[src/rtl/bcd_sale_accumulator.sv]
// Running BCD sale total: each accepted item is added one digit per clock,
// then committed at once (or saturated to all nines on final carry-out).
module bcd_sale_accumulator #(
  parameter int IN_DIGITS    = 4,
  parameter int TOTAL_DIGITS = 6,
  parameter int CNT_W        = 8
) (
  input  logic                      clk_i,
  input  logic                      rst_i,
  input  logic                      add_valid_i,
  input  logic [4*IN_DIGITS-1:0]    add_value_i,
  output logic                      add_ready_o,
  input  logic                      clear_i,
  output logic [4*TOTAL_DIGITS-1:0] total_o,
  output logic [CNT_W-1:0]          item_count_o,
  output logic                      overflow_o,
  output logic                      done_o,
  output logic                      bcd_err_o
);

  localparam int IDX_W = (TOTAL_DIGITS > 1) ? $clog2(TOTAL_DIGITS) : 1;

  typedef enum logic [1:0] {IDLE, ADD, FIN} state_t;

  state_t                    state_q, state_d;
  logic [4*TOTAL_DIGITS-1:0] total_q, total_d;
  logic [4*TOTAL_DIGITS-1:0] shadow_q, shadow_d;
  logic [4*TOTAL_DIGITS-1:0] operand_q, operand_d;
  logic                      carry_q, carry_d;
  logic [IDX_W-1:0]          idx_q, idx_d;
  logic [CNT_W-1:0]          count_q, count_d;
  logic                      ovf_q, ovf_d;
  logic                      err_q, err_d;

  logic                      in_bcd_ok;
  logic [4:0]                sum;
  logic [4:0]                sum_adj;
  logic [3:0]                sum_digit;
  logic                      sum_carry;

  always_comb begin
    in_bcd_ok = 1'b1;
    for (int i = 0; i < IN_DIGITS; i++) begin
      if (add_value_i[4*i +: 4] > 4'd9) in_bcd_ok = 1'b0;
    end
  end

  // One decimal digit of the sum; +6 skips the six unused nibble codes.
  always_comb begin
    sum       = {1'b0, total_q[4*idx_q +: 4]} + {1'b0, operand_q[4*idx_q +: 4]}
              + {4'b0000, carry_q};
    sum_adj   = sum + 5'd6;
    sum_carry = (sum > 5'd9);
    sum_digit = sum_carry ? sum_adj[3:0] : sum[3:0];
  end

  always_comb begin
    state_d   = state_q;
    total_d   = total_q;
    shadow_d  = shadow_q;
    operand_d = operand_q;
    carry_d   = carry_q;
    idx_d     = idx_q;
    count_d   = count_q;
    ovf_d     = ovf_q;
    err_d     = err_q;

    if (clear_i) begin
      state_d = IDLE;
      total_d = '0;
      count_d = '0;
      ovf_d   = 1'b0;
      err_d   = 1'b0;
    end else begin
      case (state_q)
        IDLE: begin
          if (add_valid_i) begin
            operand_d                  = '0;
            operand_d[4*IN_DIGITS-1:0] = add_value_i;
            carry_d                    = 1'b0;
            idx_d                      = '0;
            err_d                      = !in_bcd_ok;
            state_d                    = in_bcd_ok ? ADD : FIN;
          end
        end
        ADD: begin
          shadow_d[4*idx_q +: 4] = sum_digit;
          carry_d                = sum_carry;
          if (idx_q == IDX_W'(TOTAL_DIGITS - 1)) begin
            state_d = FIN;
            total_d = sum_carry ? {TOTAL_DIGITS{4'h9}} : shadow_d;
            if (sum_carry) ovf_d = 1'b1;
            if (count_q != {CNT_W{1'b1}}) count_d = count_q + CNT_W'(1);
          end else begin
            idx_d = idx_q + IDX_W'(1);
          end
        end
        FIN: begin
          state_d = IDLE;
          err_d   = 1'b0;
        end
        default: state_d = IDLE;
      endcase
    end
  end

  always_ff @(posedge clk_i) begin
    if (rst_i) begin
      state_q   <= IDLE;
      total_q   <= '0;
      shadow_q  <= '0;
      operand_q <= '0;
      carry_q   <= 1'b0;
      idx_q     <= '0;
      count_q   <= '0;
      ovf_q     <= 1'b0;
      err_q     <= 1'b0;
    end else begin
      state_q   <= state_d;
      total_q   <= total_d;
      shadow_q  <= shadow_d;
      operand_q <= operand_d;
      carry_q   <= carry_d;
      idx_q     <= idx_d;
      count_q   <= count_d;
      ovf_q     <= ovf_d;
      err_q     <= err_d;
    end
  end

  assign add_ready_o  = (state_q == IDLE) && !clear_i;
  assign total_o      = total_q;
  assign item_count_o = count_q;
  assign overflow_o   = ovf_q;
  assign done_o       = (state_q == FIN);
  assign bcd_err_o    = (state_q == FIN) && err_q;

endmodule

[config.mk]
export PLATFORM = sky130hd
export DESIGN_NAME = bcd_sale_accumulator
export DESIGN_NICKNAME = d
export VERILOG_FILES = /design/src/rtl/bcd_sale_accumulator.sv
export SDC_FILE = /design/constraint.sdc
export NUM_CORES = 1
export LEC_CHECK = 0
export CAP_MARGIN = 20
export CORE_MARGIN = 2
export CORE_UTILIZATION = 30
export DETAILED_ROUTE_END_ITERATION = 10
export GPL_TIMING_DRIVEN = 0
export PLACE_DENSITY = 0.52
export SYNTH_ARGS = -nofsm -noshare
export SYNTH_HDL_FRONTEND = slang
export SYNTH_SLANG_ARGS = --single-unit
[constraint.sdc]
create_clock -name clk_i -period 4.86 [get_ports clk_i]
set_clock_uncertainty 0.1 [all_clocks]
set_input_delay 1.458 -clock clk_i [delete_from_list [all_inputs] [get_ports clk_i]]
set_output_delay 1.458 -clock clk_i [all_outputs]
set_load 0.02 [all_outputs]
# == After elaboration in Yosys (flattened, before gate mapping) ==
# Cells that the tools add are included.
# word_totals
inputBits,20
reg_bits,80
wordCells,67
out_inout_bits,36
# classes
eq_ne,7
add_sub_neg,6
reduce_logical,17
n_bitwise,1
shift,4
order_cmp,5
n_mux,18
# ops
op,count
$shiftx 24x6->4,2
$neg 5->34,1
$shift 4x34->24 const A,1
$shiftx 4x34->24,1
$bwmux 24,1
$mux 24,1
$gt 4x4->1 const B,4
$reduce_and 3->1,4
$add 8x1->8 const B,1
$ne 8x8->1 const B,1
$reduce_and 2->1,4
$mux 1,6
$mux 2,3
$mux 3,2
$ne 2x2->1 const B,3
$pmux 3 s2,1
$add 4x4->5,1
$add 5x1->5,1
$gt 5x4->1 const B,1
$add 4x3->4 const B,1
$mux 4,1
$pmux 1 s2,2
$pmux 2 s2,1
$reduce_and 4->1,1
other kinds (10),13

# == Longest topological paths before layout ==
# Gate-level depths: netlist of run 1.
# depth
depth_word,8
mapped_depth,18
ltp_nobuf,14

# == Worst setup path after synthesis of run 1 ==
# OpenSTA, ideal clock, no wires.
# synth_path
path_type,reg-to-reg
startpoint,reg idx_q[0]
endpoint,reg total_q[11] (netlist: total_o[11])
t_required_ns,4.634
period_less_slack_ns,4.146
setup_ns,0.126
path_buffers,5
path_slack_ns,0.714
arrival_time_ns,3.920
stages_incl_launch_ff,18
cell_sequence,dfxtp_1 -> buf_2 -> buf_2 -> mux4_2 -> a21oi_1 -> fa_1 -> inv_1 -> fa_1 -> xnor2_1 -> ha_1 -> nand2_1 -> and4_1 -> buf_6 -> o21a_1 -> buf_6 -> nor3_2 -> buf_2 -> a31oi_1
# synth_via
elab_chain_len,8
word_cells_on_any_way,14
cone_classes,add/sub: 4; order compare: 1; eq/ne: 1; shift: 4; mux: 3; reduce/logical: 1
# synth_lines
element,line_no,rtl
start: declaration,30,"logic [IDX_W-1:0] idx_q, idx_d;"
start signal: assignment,124,idx_q <= idx_d;
$shiftx 24x6->4,50,"sum = {1'b0, total_q[4*idx_q +: 4]} + {1'b0, operand_q[4*idx_q +: 4]}"
$add 4x4->5,50,
$add 5x1->5,51,"+ {4'b0000, carry_q};"
$add 4x3->4 or $gt 5x4->1 (tied branches),"52, 53",
$mux 4,54,sum_digit = sum_carry ? sum_adj[3:0] : sum[3:0];
$shiftx 4x34->24,87,shadow_d[4*idx_q +: 4] = sum_digit;
$bwmux 24,87,
$mux 24,91,total_d = sum_carry ? {TOTAL_DIGITS{4'h9}} : shadow_d;
end signal: assignment,120,total_q <= total_d;
end: declaration,26,"logic [4*TOTAL_DIGITS-1:0] total_q, total_d;"
# Several ways; a longest one is shown, not always the timed one.
# A chain may end at the register's enable or synchronous reset.

# == Worst setup path after layout of run 1 ==
# layout_path
startpoint,reg idx_q[0]
endpoint,reg total_q[23] (netlist: total_o[23])
# Same word-level chain as after synthesis.

==> impl_metrics.yaml, run 1 <==
outcome:
  status: "complete, no violations"
place:
  hpwl_mm: 9.849
  dpl-instance-area_um2: 4911
  gp_congestion: 0.9298
  numPlacedInstances: 726
  io_buffers: 55
critical_path:
  crit_slowest_cell: "mux4_2"
  timing.critical_path.mode_cell: "buf_6"
  crit_type: "reg2reg"
  critical_path.max_fanout: 10
  crit_chain: "buf_6 -> buf_4 -> mux4_2 -> a21oi_2 -> fa_1 -> inv_1 -> fa_1 -> xnor2_4 -> ha_2 -> nand2_1 -> and4_1 -> buf_6 -> o21a_1 -> buf_6 -> nor3_2 -> buf_2 -> a31oi_1"
  required_ns: 4.97
  end_kind: "flip-flop"
  start_kind: "flip-flop"
  crit_path_max_incr_delay_ns: 0.53
  arrival_ns: 4.70
die:
  fp.dieW_um: 121.4
  dieArea_um2: 14740
  core_um2: 13350
  start_util_pct: 30.98
  fp.dieH_um: 121.4
  pin_count: 56
  num_rows: 42
synth:
  synth_ff_type: "dfxtp_1"
  synth_top_area_share_pct: 38.73
  synth_area_um2: 4135
  synthCells: 494
  yosysMostFrequentCell: "nand2_1"
  ys_warn_count: 0
  yosys.area.top_type: "dfxtp_1"
  synth_edf_count: 0
  synth.avg_cell_area_um2: 8.371
  ys_ff_latch: 80
  synth_cell_types: 63
  synth_area_leaders: "dfxtp_1 39%, nand2_1 7.5%, a21oi_1 5.3%"
  postSynth.asyncResetShare_pct: 0
  synthTopCellsByCount: "83 x nand2_1, 80 x dfxtp_1, 48 x nor2_1"
  synth_nets: 527
  synth-seq-area-share_pct: 38.73
global_route:
  grt_max_degree: 14
  antenna_found_initial: 0
  grt_pass1_wl_mm: 20.05
  grt_pass1_vias: 3682
  grt.total_usage_pct: 17.80
  overflow: 0
timing:
  drv_slew: 0
  finalHoldViolations: 0
  grt_setup_unrepaired: "no"
  setup_viol: 0
  tightestPinTransition_ns: 0.9460
  final.setup.tns_ns: 0
  max_freq_mhz: 217.9
  period_needed_ns: 4.589
  finalCritPeriodShare_pct: 94.43
  max-slew-margin-rel_pct: 36.45
power_and_ir_drop:
  power_density_nw_per_um2: 282.8
  p_leak_nw: 1.772
  peakVddDrop_uv: 150.5
drt:
  drt-total-wl_mm: 13.08
  vias_per_cell: 5.315
  final_antenna_net_count: 0
  drt_iter0_drc: 252
  dr.pass1.iters: 5
  num_vias: 3944
  wl_per_cell_um: 17.63
  drc_errors: 0
clock_tree:
  clock_sinks: 80
  cts_resized: 3
  clock_path_buffers: 2
  insertion_delay_ns: 0.34
  postCtsSetupBuffers: 0
  root_buffer: "clkbuf_16"
  clkTransAtPathRegs_ns: 0.06
  cts_tree: "done"
  ctsHoldBuffers: 0
  htreeDepth: 3
  cts_made_buffers: 9
finish:
  areaGrowthSynthToFinish_pct: 27.17
  fin_area_um2: 5259
  final-instance-count-excl-fill: 742
  antennaDiodeCount: 0
  fin_nets: 594
  layout-drive-gt1-share_pct: 9.894
job:
  maxCapViolations: 0
min_path:
  hold_path.class: "reg2reg"
==> flip-flops by register name (all words and copies together) (netlist names) <==
name,flops
shadow_q,24
total_o,24
operand_q,16
item_count_o,8
idx_q,3
state_q,2
carry_q,1
err_q,1
overflow_o,1
==> cell type report <==
class	count	area (µm²)
fill	1388	8089
multi-input combinational	373	2377
sequential	80	1602
timing repair buffer	56	555.5
clock buffer	10	229.0
tap	176	220.2
buffer	26	135.1
clock inverter	6	83.83
inverter	15	56.30
==> worst paths after layout <==
check,slack [ns],from,depth (start not counted),end
worst max-delay path,0.27,idx_q[0],17,total_o[23]
worst min-delay path,0.35,operand_q[12],2,operand_q[12]
worst max register to register,0.27,idx_q[0],17,total_o[23]
worst min register to register,0.35,operand_q[12],2,operand_q[12]
==> routing by layer <==
| layer | wire, µm | global-route usage [%] | vias up | share of wire [%] |
|---|---|---|---|---|
| met5 | 0 | 0 | - | 0 |
| met3 | 631 | 2.256 | 19 | 4.8 |
| met4 | 280 | 7.112 | 0 | 2.1 |
| li1 | - | - | 1912 | - |
| met1 | 6392 | 25.40 | 1910 | 49 |
| met2 | 5774 | 27.14 | 103 | 44 |
==> cell usage in the layout, fill, tap and decap left out, types with 7 or more instances in the layout <==
| master | synthesis | layout |
|---|---|---|
| a211oi_1 | 7 | 7 |
| a21oi_1 | 44 | 43 |
| a31oi_1 | 7 | 7 |
| buf_2 | 10 | 9 |
| clkbuf_1 | 13 | 14 |
| clkbuf_16 | 0 | 9 |
| clkdlybuf4s50_1 | 0 | 55 |
| dfxtp_1 | 80 | 80 |
| ha_1 | 11 | 10 |
| inv_1 | 14 | 14 |
| mux2i_1 | 8 | 8 |
| mux4_2 | 8 | 8 |
| nand2_1 | 83 | 83 |
| nand3_1 | 11 | 11 |
| nor2_1 | 48 | 48 |
| nor3_1 | 9 | 9 |
| o211ai_1 | 9 | 9 |
| o21ai_0 | 34 | 34 |
==> power by group <==
group | switching (W) | internal, W
registers | 0.00000383 | 0.000663
logic | 0.0000547 | 0.0000391
clock network | 0.000278 | 0.000448
total | 0.000336 | 0.00115
==> critical path, delay by kind of cell (launching register included) <==
family                     cells  cell delay [ns]
xor gates and xnor gates       1             0.27
DFF                            1             0.49
muxes                          1             0.53
AOI/OAI and AO/OA              3             0.54
buffers and inverters          6             1.09
and+or+nand+nor                3             0.41
adders and majority gates      3             1.02
==> logic make-up (layout without fill, tap and decap cells) <==
family,Yosys count,in the layout,synth area share [%]
fa+ha+maj,13,13,4.297
mux,16,16,6.294
simple gates,194,194,22.21
compound gates,142,142,22.39
xor+xnor,8,8,1.694
flops,80,80,38.73
buf+inv,41,113,4.387
==> per-stage QoR <==
stage / hold WS (ns) / utilization (%) / power, W / setup WS, ns
2_1_floorplan: 0.3319 / - / 0.0007346 / 0.7143
3_3_place_gp: 0.3401 / 36.75 / 0.0007729 / -0.3304
3_5_place_dp: 0.3462 / 36.79 / 0.0007744 / -0.3795
4_1_cts: 0.3550 / 39.23 / 0.001501 / 0.003898
5_1_grt: 0.3696 / 39.40 / 0.001536 / 0.05856
6_report: 0.3550 / 39.40 / 0.001487 / 0.2709
Note: power is estimated with default switching activity, not from simulation.
==> run 2: changes to the inputs <==
--- a/config.mk
+++ b/config.mk
@@ -7,10 +7,10 @@
 export LEC_CHECK = 0
 export CAP_MARGIN = 20
 export CORE_MARGIN = 2
-export CORE_UTILIZATION = 30
+export CORE_UTILIZATION = 50
 export DETAILED_ROUTE_END_ITERATION = 10
 export GPL_TIMING_DRIVEN = 0
-export PLACE_DENSITY = 0.52
+export PLACE_DENSITY = 0.77
 export SYNTH_ARGS = -nofsm -noshare
 export SYNTH_HDL_FRONTEND = slang
 export SYNTH_SLANG_ARGS = --single-unit
==> run 2 against run 1 <==
  * Final cell count fell by 9.7%
  * Register-to-register slack got worse by 0.07 ns
  * Count of clock-buffer cells in the layout rose by 3
  * Wire length fell by 10%
  * Clock power fell by 28%
  * Combinational power fell by 0.9%
  * First-iteration DRC count rose by 50%
  * Non-clock buffer count did not move
  * Largest cell class unchanged
==> impl_metrics.yaml, run 2 (same netlist as run 1, synthesis figures left out) <==
outcome:
  status: "complete, no violations"
critical_path:
  critical_path.max_fanout: 10
  reg2reg_slack_ns: 0.21
  required_ns: 5.00
  start_kind: "flip-flop"
  end_kind: "flip-flop"
  arrival_ns: 4.79
  crit_type: "reg2reg"
timing:
  drv_slew: 0
  setup_viol: 0
  finalHoldViolations: 0
  max_freq_mhz: 214.8
  finalCritPeriodShare_pct: 95.78
  hold-worst-slack_ns: 0.3566
  tightestPinTransition_ns: 0.8790
  period_needed_ns: 4.655
  max-slew-margin-rel_pct: 40.95
place:
  gp_congestion: 0.9874
  hpwl_mm: 8.645
  numPlacedInstances: 655
  io_buffers: 55
  dpl-instance-area_um2: 4822
clock_tree:
  clock_path_buffers: 2
  cts_tree: "done"
  clock_sinks: 80
  cts_made_buffers: 9
  insertion_delay_ns: 0.36
  htreeDepth: 3
  clkTransAtPathRegs_ns: 0.08
  root_buffer: "clkbuf_8"
  postCtsSetupBuffers: 0
drt:
  num_vias: 3990
  drc_errors: 0
  dr.pass1.iters: 5
  drt_iter0_drc: 379
  final_antenna_net_count: 0
  vias_per_cell: 5.955
  wl_per_cell_um: 17.54
  drt-total-wl_mm: 11.75
die:
  dieArea_um2: 9014
  start_util_pct: 50.84
  fp.dieW_um: 94.94
  fp.dieH_um: 94.94
  num_rows: 33
  pin_count: 56
  core_um2: 8134
global_route:
  antenna_found_initial: 0
  grt.total_usage_pct: 27.52
  overflow: 0
  grt_max_degree: 13
  grt_pass1_vias: 3755
  grt_pass1_wl_mm: 18.82
power_and_ir_drop:
  p_leak_nw: 1.717
  power_density_nw_per_um2: 253.0
  peakVddDrop_uv: 167.2
finish:
  most-common-layout-cells: "83 x nand2_1, 80 x dfxtp_1, 55 x clkdlybuf4s50_1"
  layout-drive-gt1-share_pct: 9.381
  final-instance-count-excl-fill: 670
  fin_nets: 594
  areaGrowthSynthToFinish_pct: 22.30
  final_common_cell: "nand2_1"
  antennaDiodeCount: 0
  fin_area_um2: 5057
  finalCoreUtilization_pct: 62.18
min_path:
  hold_path.class: "reg2reg"
job:
  maxCapViolations: 0
## run 2: layout make-up
type	instances	area [µm²]
plain buffers	26	135.1
multi-input cells	373	2371
fillers	718	3077
flip-flops and latches	80	1602
well taps	105	131.4
inverters	15	56.30
repair buffers	56	555.5
clock buffers	13	168.9
clock inverters	2	37.54
## run 2: worst max-delay path: stages (launching register included)
cell	delay (ns)
dfxtp_1	0.49
buf_6	0.24
buf_4	0.26
mux4_2	0.53
a21oi_1	0.30
fa_1	0.27
inv_1	0.06
fa_1	0.46
xnor2_4	0.26
ha_1	0.31
nand2_1	0.07
and4_1	0.18
buf_6	0.13
o21a_1	0.17
buf_6	0.14
nor3_2	0.14
buf_2	0.27
a31oi_1	0.13
## run 2: power by group
| group | internal, W | switching (W) | total [W] |
|---|---|---|---|
| sequential | 0.000662 | 0.00000402 | 0.000666 |
| combinational | 0.0000388 | 0.0000543 | 0.0000930 |
| clock | 0.000277 | 0.000243 | 0.000520 |
| total | 0.000978 | 0.000301 | 0.00128 |
## run 2: routing by layer
layer  vias to the layer above  share of wire, %  global-route usage [%]  wire, µm
met5                         -                 0                       0         0
met3                        31               8.0                   6.065       940
met1                      1871                45                   37.86      5277
met2                       180                45                   41.37      5237
met4                         0               2.5                   12.20       298
li1                       1908                 -                       -         -
## run 2: worst paths after layout
path,to,cells past startpoint,startpoint
max,total_o[11],17,idx_q[0]
min,operand_q[12],2,operand_q[12]
max reg2reg,total_o[11],17,idx_q[0]
min reg2reg,operand_q[12],2,operand_q[12]
## run 2: repair_timing
item / in CTS / in global routing
hold buffers: 0 / 0
hold endpoints to repair: 0 / 0
endpoints found under the setup margin: 35 / 34
pin swaps: 0 / 0
gates resized for setup: 2 / 5
## run 2: metrics by stage
| stage | setup TNS [ns] | setup slack (ns) | total power, W |
|---|---|---|---|
| floorplan | 0 | 0.7143 | 0.0007346 |
| finish | 0 | 0.2053 | 0.001279 |
| CTS | 0 | 0.002387 | 0.001282 |
| global route | -0.009957 | -0.003800 | 0.001323 |
| detailed placement | -5.180 | -0.2601 | 0.0007724 |
| global placement | -3.832 | -0.2165 | 0.0007702 |
